File: src/rtl/dgldpc_conv_pkg.sv
// dgldpc_conv_pkg: shared mode encoding and popcount helper for the SM/TC converter
package dgldpc_conv_pkg;
  typedef enum logic {CONV_SM2TC = 1'b0, CONV_TC2SM = 1'b1} conv_mode_e;
  function automatic int unsigned popcount(input logic [31:0] v);
    int unsigned c;
    c = 0;
    for (int i = 0; i < 32; i++) c += 32'(v[i]);
    return c;
  endfunction
endpackage

File: src/rtl/sm_tc_lane.sv
// sm_tc_lane: per-lane SM<->TC arithmetic split into stage-1 and stage-2 combinational halves
//   x                 -> oc, corr, mz   : stage-1 ones'-complement image, +1 correction, magnitude-zero flag
//   mode, oc_q/corr_q/mz_q -> y, sat    : stage-2 final add and saturation select from registered stage 1
module sm_tc_lane
  import dgldpc_conv_pkg::*;
#(
  parameter int W = 6
) (
  input  logic [W-1:0] x,
  output logic [W-1:0] oc,
  output logic         corr,
  output logic         mz,
  input  conv_mode_e   mode,
  input  logic [W-1:0] oc_q,
  input  logic         corr_q,
  input  logic         mz_q,
  output logic [W-1:0] y,
  output logic         sat
);
  logic [W-2:0] mag;
  assign oc   = {x[W-1], x[W-2:0] ^ {(W-1){x[W-1]}}};
  assign corr = x[W-1];
  assign mz   = ~|x[W-2:0];
  // TC->SM adds the correction only into the magnitude field; the minimum code wraps here and is caught by sat
  assign mag  = oc_q[W-2:0] + (W-1)'(corr_q);
  assign sat  = (mode == CONV_TC2SM) & corr_q & mz_q;
  // SM->TC uses the full-width add, so negative zero wraps cleanly to 0
  assign y    = (mode == CONV_SM2TC) ? oc_q + W'(corr_q) :
                sat ? {W{1'b1}} : {oc_q[W-1], mag};
endmodule

File: src/rtl/sm_tc_conv_pipe.sv
// sm_tc_conv_pipe: 2-stage multi-lane bidirectional sign-magnitude/two's-complement converter
//   i_valid/o_ready, i_mode, i_data : input beat (mode 0 = SM->TC, 1 = TC->SM)
//   o_valid/i_ready, o_data, o_sat  : converted beat and per-lane saturation flags
//   i_cnt_clr, o_sat_cnt            : clearable saturating count of delivered saturated lanes
module sm_tc_conv_pipe
  import dgldpc_conv_pkg::*;
#(
  parameter int W     = 6,
  parameter int LANES = 4,
  parameter int CNT_W = 16
) (
  input  logic               i_clk,
  input  logic               i_rst_n,
  input  logic               i_valid,
  output logic               o_ready,
  input  logic               i_mode,
  input  logic [LANES*W-1:0] i_data,
  output logic               o_valid,
  input  logic               i_ready,
  output logic [LANES*W-1:0] o_data,
  output logic [LANES-1:0]   o_sat,
  input  logic               i_cnt_clr,
  output logic [CNT_W-1:0]   o_sat_cnt
);
  logic               s1_valid, s2_valid, adv1, adv2;
  conv_mode_e         s1_mode;
  logic [LANES*W-1:0] s1_oc, oc_d, y_d;
  logic [LANES-1:0]   s1_corr, s1_mz, corr_d, mz_d, sat_d;
  logic [CNT_W:0]     cnt_sum;
  logic [CNT_W-1:0]   cnt_nxt;
  assign adv2    = !s2_valid | i_ready;
  assign adv1    = !s1_valid | adv2;
  assign o_ready = adv1;
  assign o_valid = s2_valid;
  assign cnt_sum = {1'b0, o_sat_cnt} + (CNT_W+1)'(popcount(32'(o_sat)));
  assign cnt_nxt = cnt_sum[CNT_W] ? '1 : cnt_sum[CNT_W-1:0];
  for (genvar k = 0; k < LANES; k++) begin : g_lane
    sm_tc_lane #(.W(W)) u_lane (
      .x     (i_data[k*W +: W]),
      .oc    (oc_d[k*W +: W]),
      .corr  (corr_d[k]),
      .mz    (mz_d[k]),
      .mode  (s1_mode),
      .oc_q  (s1_oc[k*W +: W]),
      .corr_q(s1_corr[k]),
      .mz_q  (s1_mz[k]),
      .y     (y_d[k*W +: W]),
      .sat   (sat_d[k])
    );
  end
  always_ff @(posedge i_clk or negedge i_rst_n) begin
    if (!i_rst_n) begin
      s1_valid  <= 1'b0;
      s2_valid  <= 1'b0;
      s1_mode   <= CONV_SM2TC;
      s1_oc     <= '0;
      s1_corr   <= '0;
      s1_mz     <= '0;
      o_data    <= '0;
      o_sat     <= '0;
      o_sat_cnt <= '0;
    end else begin
      if (adv1) s1_valid <= i_valid;
      if (adv1 & i_valid) begin
        s1_mode <= conv_mode_e'(i_mode);
        s1_oc   <= oc_d;
        s1_corr <= corr_d;
        s1_mz   <= mz_d;
      end
      if (adv2) s2_valid <= s1_valid;
      if (adv2 & s1_valid) begin
        o_data <= y_d;
        o_sat  <= sat_d;
      end
      o_sat_cnt <= i_cnt_clr ? '0 : (o_valid & i_ready) ? cnt_nxt : o_sat_cnt;
    end
  end
endmodule

File: config.mk
export PLATFORM = sky130hd
export DESIGN_NAME = sm_tc_conv_pipe
export DESIGN_NICKNAME = d
export VERILOG_FILES = /design/src/rtl/dgldpc_conv_pkg.sv /design/src/rtl/sm_tc_lane.sv /design/src/rtl/sm_tc_conv_pipe.sv
export SDC_FILE = /design/constraint.sdc
export NUM_CORES = 1
export LEC_CHECK = 0
export CAP_MARGIN = 0
export CORE_ASPECT_RATIO = 0.7
export CORE_UTILIZATION = 55
export DETAILED_ROUTE_END_ITERATION = 12
export GPL_ROUTABILITY_DRIVEN = 0
export GPL_TIMING_DRIVEN = 0
export PLACE_DENSITY = 0.85
export REMOVE_ABC_BUFFERS = 1
export SLEW_MARGIN = 20
export SYNTH_ARGS = -nofsm -noshare
export SYNTH_HDL_FRONTEND = slang
export SYNTH_SLANG_ARGS = --single-unit
File: constraint.sdc
create_clock -name i_clk -period 7.84 [get_ports i_clk]
set_input_delay 1.96 -clock i_clk [delete_from_list [all_inputs] [get_ports i_clk]]
set_output_delay 1.96 -clock i_clk [all_outputs]
set_load 0.005 [all_outputs]
==> flow_summary.json <==
{
  "detailroute.via_count": 2985,
  "drt.antenna.violating_nets": 0,
  "outcome": "complete, no violations",
  "cts_post_setup_buffers_inserted": 0,
  "tightest_slew_ns": 0.947,
  "period_share_pct": 66.1,
  "ys_top_cells_by_area": "dfrtp_1 (51%), xnor2_1 (6.7%), nand2_1 (4.2%)",
  "placement.cell_area_um2": 4490,
  "final_max_slew_viol_count": 0,
  "port_buffers": 75,
  "synth_common_cells": "dfrtp_1 (75), nand2_1 (41), nor2_1 (34), xnor2_1 (28), a21oi_1 (24)",
  "global_route.usage.met2_pct": 39.2,
  "floorplan.initialDensity_pct": 58.0,
  "synthDominantAreaCellType": "dfrtp_1",
  "grt_pass1_wl_um": 13800,
  "remaining_global_route_overflow": 0,
  "clock.fmax_mhz": 193,
  "dp.final_hpwl_um": 5900,
  "synthesized_cell_area_um2": 3670,
  "cts-root-buf": "clkbuf_8",
  "yosysMostFrequentCell": "dfrtp_1",
  "firstDrtPassIters": 5,
  "drive_gt1_share_pct": 6.59,
  "routed_wire_length_per_instance_um": 15.4,
  "share_comb_of_total_power_pct": 23.5,
  "dominantRegCellSynth": "dfrtp_1",
  "die_h_um": 70.4,
  "met3_usage_pct": 8.61,
  "cts_resized": 0,
  "htree_levels": 3,
  "cts.hold.buffers_added": 0,
  "fillerInstances": 452,
  "count_of_pins_on_the_block_boundary": 76,
  "avgViaCountPerCell": 5.62,
  "leakage_uw": 0.00191,
  "seq_area_frac_synth_pct": 51.1,
  "power.switching_uw": 295,
  "vias_in_the_first_global_route": 2814,
  "antenna_violations_before_repair": 0,
  "diodes": 0,
  "globalRouteMet1Util_pct": 35.7,
  "synthArstFlopShare_pct": 100,
  "timing.critical_path.to_type": "output port",
  "min_period_ns": 5.18,
  "crit_type": "input port to output port",
  "postLayoutCellArea_um2": 4710,
  "maxSlewHeadroom_pct": 36.4,
  "critical_path_peak_fanout": 4,
  "seq_power_share_pct": 46.3,
  "timing.clock.skew_ns": 0.00758,
  "grt_start_max_net_pins": 60,
  "arrival_ns": 3.22,
  "clkTransAtPathRegs_ns": 0.08,
  "yosysWarnings": 0,
  "synth-seq-cells": 75,
  "numClockSinks": 75,
  "synthesis.instances": 365,
  "irDropWorstVdd_v": 0.000114,
  "grt_most_used_layer": "met2",
  "detail_route.drc_violations": 0,
  "cp-start-kind": "input port",
  "worst_ep_required_time_ns": 5.88,
  "holdCritPathClass": "flip-flop to flip-flop",
  "finalHoldViolations": 0,
  "gr-usage-all-layers_pct": 26.0,
  "core_area_um2": 6340,
  "cts_max_path_buffers": 2,
  "synth_enable_flop_cells": 0,
  "synth.distinct_cells": 43,
  "routed_wirelength_um": 8190,
  "share_clk_of_total_power_pct": 30.2,
  "switching_share_pct": 27.4,
  "syn_to_final_growth_pct": 28.3,
  "pwrdens_nw_per_um2": 228,
  "setup_repair_after_global_routing_missed_its_margin": "no",
  "die_w_um": 99.7,
  "detail_route.iter0.violations": 169,
  "final.setup.tns_ns": 0,
  "tritoncts": "yes",
  "design.final.nets": 477,
  "postSynthAreaPerCell_um2": 10.1,
  "fp-row-count": 24,
  "report.power.total_uw": 1080,
  "cts_buffers": 9,
  "drv.max_cap_violation_count": 0,
  "finalSetupViolations": 0,
  "die-area_um2": 7010,
  "yosysTopAreaCellShare_pct": 51.1,
  "worst_skew_late_latency_ns": 0.35,
  "p_int_uw": 782
}
## final timing paths
kind	startpoint	endpoint	slack, ns	depth (start not counted)
min in group asynchronous	i_rst_n	o_data[4]	1.46	1
max in group asynchronous	i_rst_n	s1_oc[20]	5.84	2
worst min-delay path	s1_oc[0]	s1_oc[0]	0.49	2
worst max-delay path	i_ready	o_ready	2.66	3
worst min register to register	s1_oc[0]	s1_oc[0]	0.49	2
worst max register to register	o_sat[0]	o_sat_cnt[9]	4.61	10
## critical path: stages
cell	delay, ns
clkdlybuf4s50_1	0.54
nand3b_1	0.20
clkdlybuf4s50_1	0.52
## cells in the final DEF, fill, tap and decap left out, types with 2 or more instances in the layout
cell             netlist  final
a211oi_1               5      5
dfrtp_1               75     75
xor2_1                 8      8
nor3_1                14     14
o22a_1                 8      8
clkbuf_8               0     10
ha_1                   9      9
nor2_1                34     34
a31oi_1                4      4
o21bai_1               4      4
mux2_2                 5      5
a311oi_1               3      3
xnor2_1               28     28
nand3_1               17     17
o31ai_1                6      6
and2_2                 1      2
fa_1                   3      3
or4_1                  4      4
nand4_1                3      3
and3_1                 4      4
clkbuf_1              11      2
o21ai_0               23     23
nand2_1               41     40
a21oi_1               24     24
inv_1                  6      6
and4_1                 2      2
clkdlybuf4s50_1        0     74
bufinv_16              0      2
nand2b_1               3      3
## flip-flops by register name (all words and copies together), names as in the netlist
register	flops
o_data	24
s1_oc	24
o_sat_cnt	16
o_sat	4
s1_mz	4
o_valid	1
s1_mode	1
s1_valid	1
## power groups by stage
stage / combinational (uW) / clock (uW) / sequential (uW)
5_1_grt: 281 / 347 / 508
6_report: 253 / 325 / 499
4_1_cts: 255 / 329 / 499
3_5_place_dp: 252 / 0 / 506
2_1_floorplan: 113 / 0 / 498
3_3_place_gp: 241 / 0 / 503
## stage by stage
step | worst slack (ns) | hold slack [ns] | instances | utilization, %
3_5_place_dp | 2.67 | 0.471 | 515 | 70.9
2_1_floorplan | 3.74 | 0.449 | 348 | -
3_3_place_gp | 2.30 | 0.467 | 514 | 70.5
4_1_cts | 2.66 | 0.489 | 531 | 74.4
6_report | 2.66 | 0.486 | 531 | 74.4
5_1_grt | 2.60 | 0.515 | 531 | 74.4
## layer usage
metal | part of all wire [%] | vias to the layer above | wire length (um)
met5 | 0 | - | 0
met4 | 1.0 | 0 | 84
met3 | 8.0 | 8 | 658
met2 | 47 | 119 | 3810
met1 | 44 | 1427 | 3640
li1 | - | 1431 | -
## layout make-up
| type | count | area, um^2 | area share [%] |
|---|---|---|---|
| Multi-Input combinational cell | 267 | 1710 | 36.2 |
| Clock buffer | 12 | 145 | 3.08 |
| Clock inverter | 4 | 73.8 | 1.57 |
| Tap cell | 91 | 114 | 2.42 |
| Sequential cell | 75 | 1880 | 39.8 |
| Inverter | 6 | 22.5 | 0.478 |
| Timing Repair Buffer | 76 | 776 | 16.5 |
## cell families (layout without fill, tap and decap cells)
kind of cell | Yosys count | after routing | share of synthesized area [%]
AND/OR/NAND/NOR | 133 | 133 | 17.8
AO/OA/AOI/OAI | 80 | 80 | 13.4
flip-flops | 75 | 75 | 51.1
XOR/XNOR | 36 | 36 | 8.58
buffers and inverters | 23 | 98 | 2.59
adder cells (fa/ha/maj) | 12 | 12 | 4.70
multiplexers | 6 | 6 | 1.81
(Power assumes the default switching activity.)
